### src/rtl/uart_rx_fifo.sv
// Receive-side character FIFO sitting behind the UART receiver: captures one
// character per rising edge of rx_done_tick and offers it first-word-fall-through.
module uart_rx_fifo #(
  parameter int DATA_WIDTH = 8,
  parameter int ADDR_WIDTH = 4
) (
  input  logic                  clk,
  input  logic                  reset,
  input  logic                  rx_done_tick,
  input  logic [DATA_WIDTH-1:0] rx_data,
  input  logic                  rd,
  input  logic                  clr_overrun,
  output logic [DATA_WIDTH-1:0] rd_data,
  output logic                  empty,
  output logic                  full,
  output logic [ADDR_WIDTH:0]   count,
  output logic                  overrun
);

  localparam int DEPTH = 2 ** ADDR_WIDTH;
  localparam logic [ADDR_WIDTH:0] DEPTH_CNT = {1'b1, {ADDR_WIDTH{1'b0}}};

  // Handshake: the producer offers a character on each rising edge of
  // rx_done_tick (no backpressure, dropped when full); the consumer sees
  // valid = ~empty with rd_data at the head, and rd acts as ready.
  logic [DATA_WIDTH-1:0] mem [DEPTH];
  logic [ADDR_WIDTH-1:0] wr_ptr;
  logic [ADDR_WIDTH-1:0] rd_ptr;
  logic [ADDR_WIDTH:0]   count_q;
  logic                  done_q;
  logic                  overrun_q;

  logic wr_en;
  logic rd_eff;
  logic wr_ok;

  assign empty  = (count_q == '0);
  assign full   = (count_q == DEPTH_CNT);
  assign count  = count_q;
  assign overrun = overrun_q;

  assign wr_en  = rx_done_tick & ~done_q;
  assign rd_eff = rd & ~empty;
  // A read on the same edge frees the slot a full-queue write needs.
  assign wr_ok  = wr_en & (~full | rd_eff);

  assign rd_data = empty ? '0 : mem[rd_ptr];

  always_ff @(posedge clk) begin
    if (wr_ok) begin
      mem[wr_ptr] <= rx_data;
    end
  end

  always_ff @(posedge clk or negedge reset) begin
    if (!reset) begin
      wr_ptr    <= '0;
      rd_ptr    <= '0;
      count_q   <= '0;
      done_q    <= 1'b0;
      overrun_q <= 1'b0;
    end else begin
      done_q <= rx_done_tick;
      if (wr_ok) begin
        wr_ptr <= wr_ptr + 1'b1;
      end
      if (rd_eff) begin
        rd_ptr <= rd_ptr + 1'b1;
      end
      case ({wr_ok, rd_eff})
        2'b10:   count_q <= count_q + 1'b1;
        2'b01:   count_q <= count_q - 1'b1;
        default: count_q <= count_q;
      endcase
      // Set has priority over clear so a same-edge drop is never lost.
      if (wr_en && full && !rd_eff) begin
        overrun_q <= 1'b1;
      end else if (clr_overrun) begin
        overrun_q <= 1'b0;
      end
    end
  end

endmodule

### config.mk
export PLATFORM = sky130hd
export DESIGN_NAME = uart_rx_fifo
export DESIGN_NICKNAME = d
export VERILOG_FILES = /design/src/rtl/uart_rx_fifo.sv
export SDC_FILE = /design/constraint.sdc
export NUM_CORES = 1
export LEC_CHECK = 0
export ABC_AREA = 1
export CORE_MARGIN = 2
export CORE_UTILIZATION = 45
export DETAILED_ROUTE_END_ITERATION = 16
export SLEW_MARGIN = 40
export SYNTH_ARGS = -nofsm -noshare
export SYNTH_HDL_FRONTEND = slang
export SYNTH_SLANG_ARGS = --single-unit
export TNS_END_PERCENT = 20
### constraint.sdc
create_clock -name clk -period 4.3 [get_ports clk]
set_clock_uncertainty 0.2 [all_clocks]
set_input_delay 0.645 -clock clk [delete_from_list [all_inputs] [get_ports clk]]
set_output_delay 0.645 -clock clk [all_outputs]
set_load 0.005 [all_outputs]
Word level (Yosys, flattened, before mapping)
Memory sizes are Yosys's and may differ from the RTL's.
Cells that the tools add are included.
- bits in registers: 15
- bits in writable memories: 128
- input bits: 13
- output and inout bits: 16
- logic and storage cells: 32
- memories kept: 1
- memories (memory ; words ; bits a word ; rd ports ; clocked after Yosys merged registers in ; write ports ; line ; source):
    mem ; 16 ; 8 ; 1 ; 0 ; 1 ; 26 ; logic [DATA_WIDTH-1:0] mem [DEPTH];
- $add $sub $neg: 4
- equal/unequal tests: 3
- mux-type cells: 6
- bitwise gates (word level): 7
- reduce and logical (&&, ||, !) cells: 6
- operator list (operator ; number):
    $pmux 5 s2 ; 1
    $add 4x1->4 const B ; 2
    $mux 8 ; 1
    $add 5x1->5 const B ; 1
    $eq 5x5->1 const B ; 1
    $logic_not 5->1 ; 1
    $sub 5x1->5 const B ; 1
    $mux 1 ; 4
    $reduce_bool 2->1 ; 2
    $and 1x1->1 ; 3
    $not 1->1 ; 3
    $eq 2x1->1 const B ; 1
    $eq 2x2->1 const B ; 1
    $logic_and 1x1->1 ; 2
    $logic_not 1->1 ; 1
    $or 1x1->1 ; 1

Logic depth before layout (Yosys ltp)
- depth in word-level cells: 7
- gate-level depth with buffers: 15
- mapped depth without buffers: 15

Worst setup path before layout
Ideal clock, no wire load.
- path type: reg-to-output
- from: register rd_ptr[0]
- to: output rd_data[0]
- data arrival time: 1.276 ns
- required time: 3.455 ns
- path slack: 2.179 ns
- cell stages (with the launch flop): 9
- buffers on the path: 3
- path through: dfrtp_1 -> buf_6 -> inv_4 -> buf_12 -> buf_6 -> nor2_1 -> o221ai_1 -> nand3_1 -> a21oi_1
- cells in the longest elaborated chain, start to end: 2
- ends and longest elaborated chain (what ; line ; source):
    from (decl) ; 28 ; logic [ADDR_WIDTH-1:0] rd_ptr;
    from (signal assigned) ; 68 ; rd_ptr <= rd_ptr + 1'b1;
    $mem_v2 16x8 ; - ;
    $mux 8 ; 47 ; assign rd_data = empty ? '0 : mem[rd_ptr];
    to (decl) ; 13 ; output logic [DATA_WIDTH-1:0] rd_data,
Every way passes these cells.

Final worst setup path
Same ends and word-level chain as after synthesis.

==> flow_summary.toml <==
[cts]
cts_tree = "done"
ctsHoldBuffers = 0
cts_buffer_depth = 2
h-tree-depth = 4
insertion_delay_ns = 0.41
cts_setup_buffers = 0
root_buffer = "clkbuf_16"
clkTransAtPathRegs_ns = 0.05
cts.sink_count = 143
cts_resized = 0
cts_made_buffers = 17

[yosys]
synth-seq-cells = 143
yosys.area.top_type = "edfxtp_1"
synthesis.nets = 498
synth_compound_area_frac = 0.112
synth_ff_type = "edfxtp_1"
synthTopCellsByCount = "edfxtp_1, nor2_1, o21ai_0"
synthMuxAreaShare = 0
synth_xor_xnor_area_share = 0.0116
netlist_area_sq_um = 6020
synth_top_cell_area_share = 0.639
ys_warn_count = 0
synthSimpleGateAreaFrac = 0.116
synth.most_common_cell = "edfxtp_1"
synth_top_family_by_area = "simple AND/OR/NAND/NOR gates"
synth_edf_count = 128
syn-mean-instance-area_sq_um = 12.6
synth.area.top_cells = "edfxtp_1, dfrtp_1, nor2_1"
synthAdderAreaFrac = 0.0146
ys_types = 28
seq_area_frac_synth = 0.701
ys_async_sr_fraction = 0.105
syn_inst = 478

[cells_and_area]
drive_gt1_frac = 0.117
diodes = 0
area_growth_pct = 17.1
fin_nets = 530
fillers = 1135

[route]
drt_iter0_drc = 393
drt_pass1_iterations = 5
wl_per_cell_microns = 20.0
viasPerCell = 5.50
num_vias = 3844
ant_nets = 0
routed_wl_mm = 14.0
remaining_drc_errors = 0

[timing]
fin_setup_tns_ns = 0
grt_setup_unrepaired = "no"
finalHoldViolCount = 0
relSlewSlack = 0.441
fmax_mhz = 277
period_share = 0.839
whs_ns = 0.316
finalSetupViolCount = 0
maxSlewViolCount = 0
finalCriticalPeriod_ns = 3.61
worst_pin_slew_ns = 0.836

[floorplanning]
start_util = 0.458
io_pins = 29
dieArea_sq_um = 14300
num_rows = 42
core_area_sq_um = 13100
die_y_microns = 120
die_w_microns = 120

[job]
max_cap_violations = 0

[critical_path]
cp_max_fo = 66
cp-end-kind = "output pin"
criticalPathCategory = "reg -> out"
required_ns = 3.45
cp.arrival_ns = 2.76
setup.worst_path.start_class = "flip-flop"

[global_route]
grt_pass1_wl_mm = 22.0
track_usage = 0.209
grt_max_degree = 67
antenna_found_initial = 0
overflow = 0
grt_pass1_vias = 3912

[outcome]
status = "complete, no violations"

[worst_hold_path]
hp-class = "reg -> reg"

[power_and_ir_drop]
p_per_area_nw_per_um2 = 688
leakage_nw = 2.43
irDropWorstVdd_v = 0.000383

[place]
dp_hpwl_mm = 8.50
globalplace.congestion = 0.810
io_buffers = 28
==> cell families after synthesis <==
| family | Yosys count |
|---|---|
| AND/OR/NAND/NOR | 155 |
| adder cells (fa/ha/maj) | 7 |
| AO/OA/AOI/OAI | 114 |
| flip-flops | 143 |
| buffers and inverters | 51 |
| XOR/XNOR | 8 |
==> state kept, by name, summed over array words and instances (netlist names) <==
signal   count
count        5
done_q       1
wr_ptr       4
mem        128
overrun      1
rd_ptr       4
==> power breakdown <==
| group | leakage (nW) | switching [mW] | internal [mW] |
|---|---|---|---|
| combinational | 0.811 | 1.04 | 0.600 |
| clock | 0.286 | 0.527 | 0.956 |
| sequential | 1.33 | 0.0858 | 1.64 |
==> critical path, cell delays in order (launching register included) <==
cell and delay [ns]:
dfrtp_2 0.38, buf_4 0.54, o21ai_0 0.19, o22ai_1 0.18, nor2_1 0.06, nor2_1 0.12
o21ai_0 0.16, a21oi_1 0.16, clkdlybuf4s50_1 0.54
==> worst paths after layout <==
path                                             from                     to  slack [ns]  depth (start not counted)
worst max-delay path            rd_ptr[0]$_DFFE_PN0P_             rd_data[0]        0.69                          8
worst min-delay path             count[4]$_DFFE_PN0P_   count[4]$_DFFE_PN0P_        0.32                          2
worst max register to register   count[0]$_DFFE_PN0P_   mem[10][3]$_DFFE_PP_        1.91                          8
worst min register to register   count[4]$_DFFE_PN0P_   count[4]$_DFFE_PN0P_        0.32                          2
max in group asynchronous                       reset  rd_ptr[0]$_DFFE_PN0P_        2.90                          1
min in group asynchronous                       reset       done_q$_DFF_PN0_        0.47                          1
==> area by class of cell <==
type | count | area [sq um] | share of cell area
Clock buffer | 26 | 489 | 0.0694
Clock inverter | 6 | 106 | 0.0151
Inverter | 27 | 106 | 0.0151
Multi-Input combinational cell | 284 | 1560 | 0.221
Sequential cell | 143 | 4220 | 0.599
Tap cell | 176 | 220 | 0.0313
Timing Repair Buffer | 37 | 348 | 0.0494
==> through the flow <==
stage	utilization	cell area (sq um)	power [mW]	setup slack, ns	std cells
6_report	0.536	7050	4.85	0.693	699
5_1_grt	0.536	7050	5.13	0.513	699
4_1_cts	0.536	7040	4.87	0.656	699
3_5_place_dp	0.490	6440	3.39	1.14	667
3_3_place_gp	0.489	6420	3.35	1.20	667
2_1_floorplan	-	6020	2.82	2.18	478
==> cells in the final DEF (no fill, tap or decap), types with 9 or more instances in the layout <==
cell             count
buf_4                9
clkbuf_16           17
clkdlybuf4s50_1     28
dfrtp_1             14
edfxtp_1           128
inv_1               20
nand2_1             30
nand3_1             21
nor2_1              78
nor2_2              12
o21ai_0             54
o21ai_1             19
o221ai_1            26
==> layer usage <==
layer / vias up / global-route usage / part of all wire
met4: 0 / 0.0838 / 0.022
li1: 1811 / - / -
met1: 1897 / 0.276 / 0.45
met2: 108 / 0.335 / 0.48
met3: 28 / 0.0499 / 0.042
met5: - / 0 / 0
Note: power is estimated with default switching activity, not from simulation.
